File: config.mk
export PLATFORM = sky130hd
export DESIGN_NAME = fetch_unit
export DESIGN_NICKNAME = d
export VERILOG_FILES = /design/src/rtl/fetch_unit.sv
export SDC_FILE = /design/constraint.sdc
export NUM_CORES = 1
export LEC_CHECK = 0
export ABC_CLOCK_PERIOD_IN_PS = 5560
export BUFFER_PORTS_ARGS = -buffer_cell sky130_fd_sc_hd__buf_4
export CORE_ASPECT_RATIO = 1.5
export CORE_MARGIN = 10
export CORE_UTILIZATION = 40
export DETAILED_ROUTE_END_ITERATION = 10
export PLACE_DENSITY = 0.68
export SLEW_MARGIN = 10
export SYNTH_ARGS = -nofsm -noshare
export SYNTH_HDL_FRONTEND = slang
export SYNTH_SLANG_ARGS = --single-unit
File: constraint.sdc
create_clock -name clk -period 5.56 [get_ports clk]
set_input_delay 1.668 -clock clk [delete_from_list [all_inputs] [get_ports clk]]
set_output_delay 1.668 -clock clk [all_outputs]
set_load 0.02 [all_outputs]
File: src/rtl/fetch_unit.sv
// Instruction-fetch stage with a single-entry IF/ID output slot.
// One imem request in flight at most; redirect flushes the slot and squashes any stale response.
module fetch_unit #(
    parameter logic [31:0] RESET_PC  = 32'h0000_0000,
    parameter logic [31:0] NOP_INSTR = 32'h0000_0013
) (
    input  logic        clk,
    input  logic        rst,
    output logic        imem_req_valid,
    input  logic        imem_req_ready,
    output logic [31:0] imem_addr,
    input  logic        imem_resp_valid,
    input  logic [31:0] imem_resp_data,
    input  logic        redirect_valid,
    input  logic [31:0] redirect_pc,
    output logic        id_valid,
    input  logic        id_ready,
    output logic [31:0] id_instr,
    output logic [31:0] id_pc
);

    typedef enum logic [1:0] {
        S_REQ  = 2'd0,
        S_WAIT = 2'd1,
        S_KILL = 2'd2
    } state_t;

    state_t      state;
    state_t      state_nxt;
    logic [31:0] pc;
    logic        req_fire;
    logic        resp_take;

    function automatic logic [31:0] align_pc(input logic [31:0] target);
        return target & ~32'h0000_0003;
    endfunction

    assign req_fire  = imem_req_valid && imem_req_ready;
    assign resp_take = (state == S_WAIT) && imem_resp_valid;

    always_ff @(posedge clk) begin
        if (rst) begin
            state <= S_REQ;
        end else begin
            state <= state_nxt;
        end
    end

    // A response that lands with a redirect retires the old request, so never park in KILL then.
    always_comb begin
        state_nxt = state;
        unique case (state)
            S_REQ: begin
                if (req_fire) begin
                    state_nxt = S_WAIT;
                end
            end
            S_WAIT: begin
                if (imem_resp_valid) begin
                    state_nxt = S_REQ;
                end else if (redirect_valid) begin
                    state_nxt = S_KILL;
                end
            end
            S_KILL: begin
                if (imem_resp_valid) begin
                    state_nxt = S_REQ;
                end
            end
            default: state_nxt = S_REQ;
        endcase
    end

    always_comb begin
        imem_req_valid = (state == S_REQ) && !rst && !redirect_valid && (!id_valid || id_ready);
        imem_addr      = pc;
    end

    // Redirect beats any same-edge response or refill of the slot.
    always_ff @(posedge clk) begin
        if (rst) begin
            pc       <= RESET_PC;
            id_valid <= 1'b0;
            id_instr <= NOP_INSTR;
            id_pc    <= 32'h0000_0000;
        end else if (redirect_valid) begin
            pc       <= align_pc(redirect_pc);
            id_valid <= 1'b0;
            id_instr <= NOP_INSTR;
        end else if (resp_take) begin
            pc       <= pc + 32'd4;
            id_valid <= 1'b1;
            id_instr <= imem_resp_data;
            id_pc    <= pc;
        end else if (id_valid && id_ready) begin
            id_valid <= 1'b0;
            id_instr <= NOP_INSTR;
        end
    end

endmodule

; Word-level counts from Yosys, hierarchy flattened
; Cells that the tools add are included.
[word_totals]
wordCells = 40
in_bits = 70
out_inout_bits = 98
ff_bits = 99
[op_classes]
mux = 11
addsub = 1
n_reduce_logical = 16
n_eq_ne = 5
n_bitwise = 1
[ops]
columns = op, n
row1 = two-way mux 32 bit, 4
row2 = adder 32 x 3 -> 32 bit (second input constant), 1
row3 = two-way mux 2 bit, 4
row4 = logical AND 1 bit, 6
row5 = one-hot mux 2 bit (3 select lines), 1
row6 = != test 2 bit (second input constant), 2
row7 = nonzero test 2 bit, 2
row8 = logical NOT 1 bit, 3
row9 = != test 3 bit (second input constant), 1
row10 = AND reduction 3 bit, 1
row11 = == test 2 x 1 -> 1 bit (second input constant), 1
row12 = == test 2 bit (second input constant), 1
row13 = logical NOT 2 bit, 1
row14 = two-way mux 1 bit, 2
row15 = AND reduction 2 bit, 1
row16 = OR reduction 2 bit, 1
row17 = logical OR 1 bit, 1
row18 = NOT 1 bit, 1

; Depth between registers and ports, before layout
[logic_depth]
depth_word = 7
ltp_mapped = 7
ltp_nobuf = 5

; Worst setup path after synthesis
; Ideal clock, no wire load.
[synth_path]
path_kind = input port to output port
from = input redirect_valid
to = output imem_req_valid
arrival_time_ns = 2.759
slack_ns = 1.133
n_path_buf = 1
required_ns = 3.892
path_stages = 3
cell_sequence = or2_2 > clkbuf_1 > nor4_1
[synth_via]
elab_chain_len = 3
[synth_lines]
columns = element, line_no
row1 = "start, declared", 14  ; input logic redirect_valid,
row2 = logical NOT 1 bit, 75  ; imem_req_valid = (state == S_REQ) && !rst && !redirect_valid && (!id_valid || id_ready);
row3 = logical AND 1 bit (2 in a row), 75
row4 = "end, declared", 9  ; output logic imem_req_valid,
; Every way passes these cells.

; Worst setup path after layout
; Same ends and word-level chain as after synthesis.

==> summary.md <==
| Metric | Value |
|---|---|
| Register area share after synthesis | `0.471` |
| Fin. Hold Viols | `0` |
| First DRT Iteration DRCs | `225` |
| Met1 usage | `0.192` |
| Vias per cell | `5.52` |
| Multi-input gate area | `0.00199 mm^2` |
| Number of max-cap violations | `0` |
| Critical path startpoint | `redirect_valid` |
| Final setup TNS | `0 ns` |
| Max Clock Skew | `0.00745 ns` |
| PwrDens | `274 mW/mm^2` |
| Synth-to-Final Area Change | `38.9%` |
| Core area | `0.00980 mm^2` |
| Chip height | `143 um` |
| Worst r2r dst | `imem_addr[24]` |
| Crit path required time | `3.89 ns` |
| Setup Buffers After CTS | `0` |
| Reg2reg path depth | `5` |
| Yosys warns | `0` |
| Final period utilization | `0.789` |
| Post-placement cell area | `0.00529 mm^2` |
| WS Path Type | `primary input to output pin` |
| Cell Chain, Critical Path | `buf_4 -> or2_2 -> nor4_1 -> buf_4` |
| Routed wire length | `13400 um` |
| Slew Limit Fails | `0` |
| Num rows | `44` |
| Critical Path Max Stage Delay | `0.33 ns` |
| Share of cells above drive strength 1 | `0.292` |
| Post-Syn Area | `0.00404 mm^2` |
| Worst Path Buf+Inv | `2` |
| Setup crit end | `imem_req_valid` |
| Startpoint Class | `primary input` |
| Overall Global Routing Usage | `0.179` |
| TritonRoute pass-1 iters | `4` |
| GRT busiest layer | `met2` |
| Synthesized instance count | `495` |
| Die area | `0.0146 mm^2` |
| Maximum clock rate | `228 MHz` |
| CP endpoint kind | `output pin` |
| Mean Syn Cell Area | `8.16 um^2` |
| Leak Pwr | `2.19 nW` |
| Slew @ Worst Pin | `0.764 ns` |
| CP top delay family | `simple AND/OR/NAND/NOR gates` |
| Distinct cells, synth | `42` |
| Worst R2R Start | `imem_addr[2]` |
| Area leader, netlist | `dfxtp_1` |
| Hold crit path type | `flip-flop to flip-flop` |
| Most frequent cells in the layout | `buf_4 (166), dfxtp_1 (95), nand2_1 (89), nor2_1 (52), a21oi_1 (37)` |
| Number of flops mapped to enable cells by yosys | `0` |
| CTS Sinks | `95` |
| Clk slew on worst S/H paths | `0.06 ns` |
| Cts-stage hold buffer count | `0` |
| Met2 Use GR | `0.299` |
| Arr. time, crit path | `2.72 ns` |
| Final instance area | `0.00561 mm^2` |
| Num CTS Buffers | `9` |
| Pin count of the biggest net entering global routing | `68` |
| IO Pins | `168` |
| Root buffer cell | `clkbuf_16` |
| GR Util met3 | `0.0787` |
| Vias in the first global route | `4175` |
| I/O Buffers | `161` |
| Wire per inst | `17.8 um` |
| Stages on the worst setup path | `4` |
| Clock Path Buffers | `2` |
| Worst-skew pair later-pin latency | `0.34 ns` |
| Starting Density | `0.412` |
| CTS tree | `built` |
| Vias | `4155` |
| Setup-failing EPs final | `0` |
| GRT Residual Overflow | `0` |
| Top_reg_cell synth | `dfxtp_1` |
| Status | `finished, final reports clean` |
| Worst-path fanout max | `22` |
| VDD IR-drop max | `0.156 mV` |
| Synth Register Bits | `95` |
| Rel. slew slack | `0.489` |
| Die Wd | `102 um` |
| Top cell type's share of synthesized area | `0.471` |
| Reg2Reg Setup Slack | `2.97 ns` |
| Register Area | `0.00190 mm^2` |
| GP Congestion | `0.762` |
| Final ANT Viol Nets | `0` |
| RSZ-0062 raised after global routing | `false` |
| H-tree depth | `3` |
| Tmin final | `4.39 ns` |
| First-pass GRT wire length | `21200 um` |
| Inserted Diodes | `0` |
| Most common cell after layout, fill and taps aside | `buf_4` |
| CP most frequent cell | `buf_4` |
| Initial antenna violation count | `0` |
| Number of remaining DRC errors | `0` |
| Max stage delay cell, worst path | `or2_2` |
| FFs w/ async S/R, synth | `0` |
| HPWL Detailed | `9800 um` |
| Synth top area cells | `dfxtp_1 (47%), nand2_1 (8.3%), a22oi_1 (5.6%)` |
| Post-CTS sizing | `0` |
| Fill cells | `918` |
| Final nets | `705` |
flip-flops by register name, summed over array words and instances, names as in the netlist:
register   cells
id_valid       1
id_instr      32
imem_addr     30
id_pc         30
state          2
Yosys cell counts (4+ instances only):
| master | n |
|---|---|
| a21oi_1 | 38 |
| xnor2_1 | 7 |
| dfxtp_1 | 95 |
| nor2_1 | 52 |
| or4_1 | 12 |
| nand4_1 | 9 |
| a311oi_1 | 9 |
| o21bai_1 | 4 |
| and4_1 | 6 |
| or3_1 | 11 |
| o21ai_0 | 7 |
| a31oi_1 | 9 |
| o211ai_1 | 4 |
| nand2_1 | 89 |
| clkbuf_1 | 32 |
| nor3_1 | 6 |
| a22oi_1 | 30 |
| o31ai_1 | 7 |
| buf_4 | 4 |
| a211oi_1 | 6 |
| nor4_1 | 4 |
| nand3_1 | 18 |
power breakdown:
group | internal, mW | switching (mW) | leakage, nW
logic | 0.0733 | 0.0795 | 1.26
clock network | 0.404 | 0.249 | 0.149
registers | 0.698 | 0.0313 | 0.773
final cells by class:
type | instances | area share
multi-input combinational | 358 | 0.355
sequential | 95 | 0.339
timing repair buffer | 166 | 0.222
clock buffer | 12 | 0.0439
tap | 115 | 0.0256
clock inverter | 3 | 0.0120
inverter | 4 | 0.00268
per-stage QoR:
stage               cells  hold WS [ns]  worst slack (ns)  total power, mW  utilization
floorplan             498         0.535              1.13            0.813            -
global placement      738         0.443              1.20            0.894        0.540
detailed placement    738         0.449              1.20            0.898        0.540
CTS                   753         0.458              1.18             1.55        0.572
global route          753         0.471              1.09             1.59        0.573
finish                753         0.454              1.17             1.54        0.573
worst register-to-register path, cell delays in order (launching register included):
cell      delay (ns)
dfxtp_1         0.44
ha_1            0.25
nand3_1         0.17
or4_1           0.77
or4_1           0.59
a311oi_1        0.28
worst min-delay path by stage:
stage                     slack (ns)        end  startpoint  cells past startpoint
after global placement          0.44  id_pc[14]   id_pc[14]                      2
after detailed placement        0.45   id_pc[7]    id_pc[7]                      2
after CTS                       0.46  id_pc[16]   id_pc[16]                      2
after floorplan                 0.53  id_pc[10]   id_pc[10]                      2
after global routing            0.47  id_pc[13]   id_pc[13]                      2
final                           0.45   id_pc[7]    id_pc[7]                      2
cell families (layout without fill, tap and decap cells):
family | after synthesis | count (layout) | share of synthesized area
fa+ha+maj | 1 | 1 | 0.00310
xor+xnor | 8 | 8 | 0.0173
buf+inv | 45 | 185 | 0.0461
flops | 95 | 95 | 0.471
compound gates | 121 | 121 | 0.197
simple gates | 224 | 224 | 0.265
other cells | 1 | 4 | 0.000928
metal layers:
layer / part of all wire / wire length, um
met1: 0.37 / 4930
met2: 0.51 / 6880
met3: 0.10 / 1370
met4: 0.016 / 216
met5: 0 / 0
Note: power is estimated with default switching activity, not from simulation.
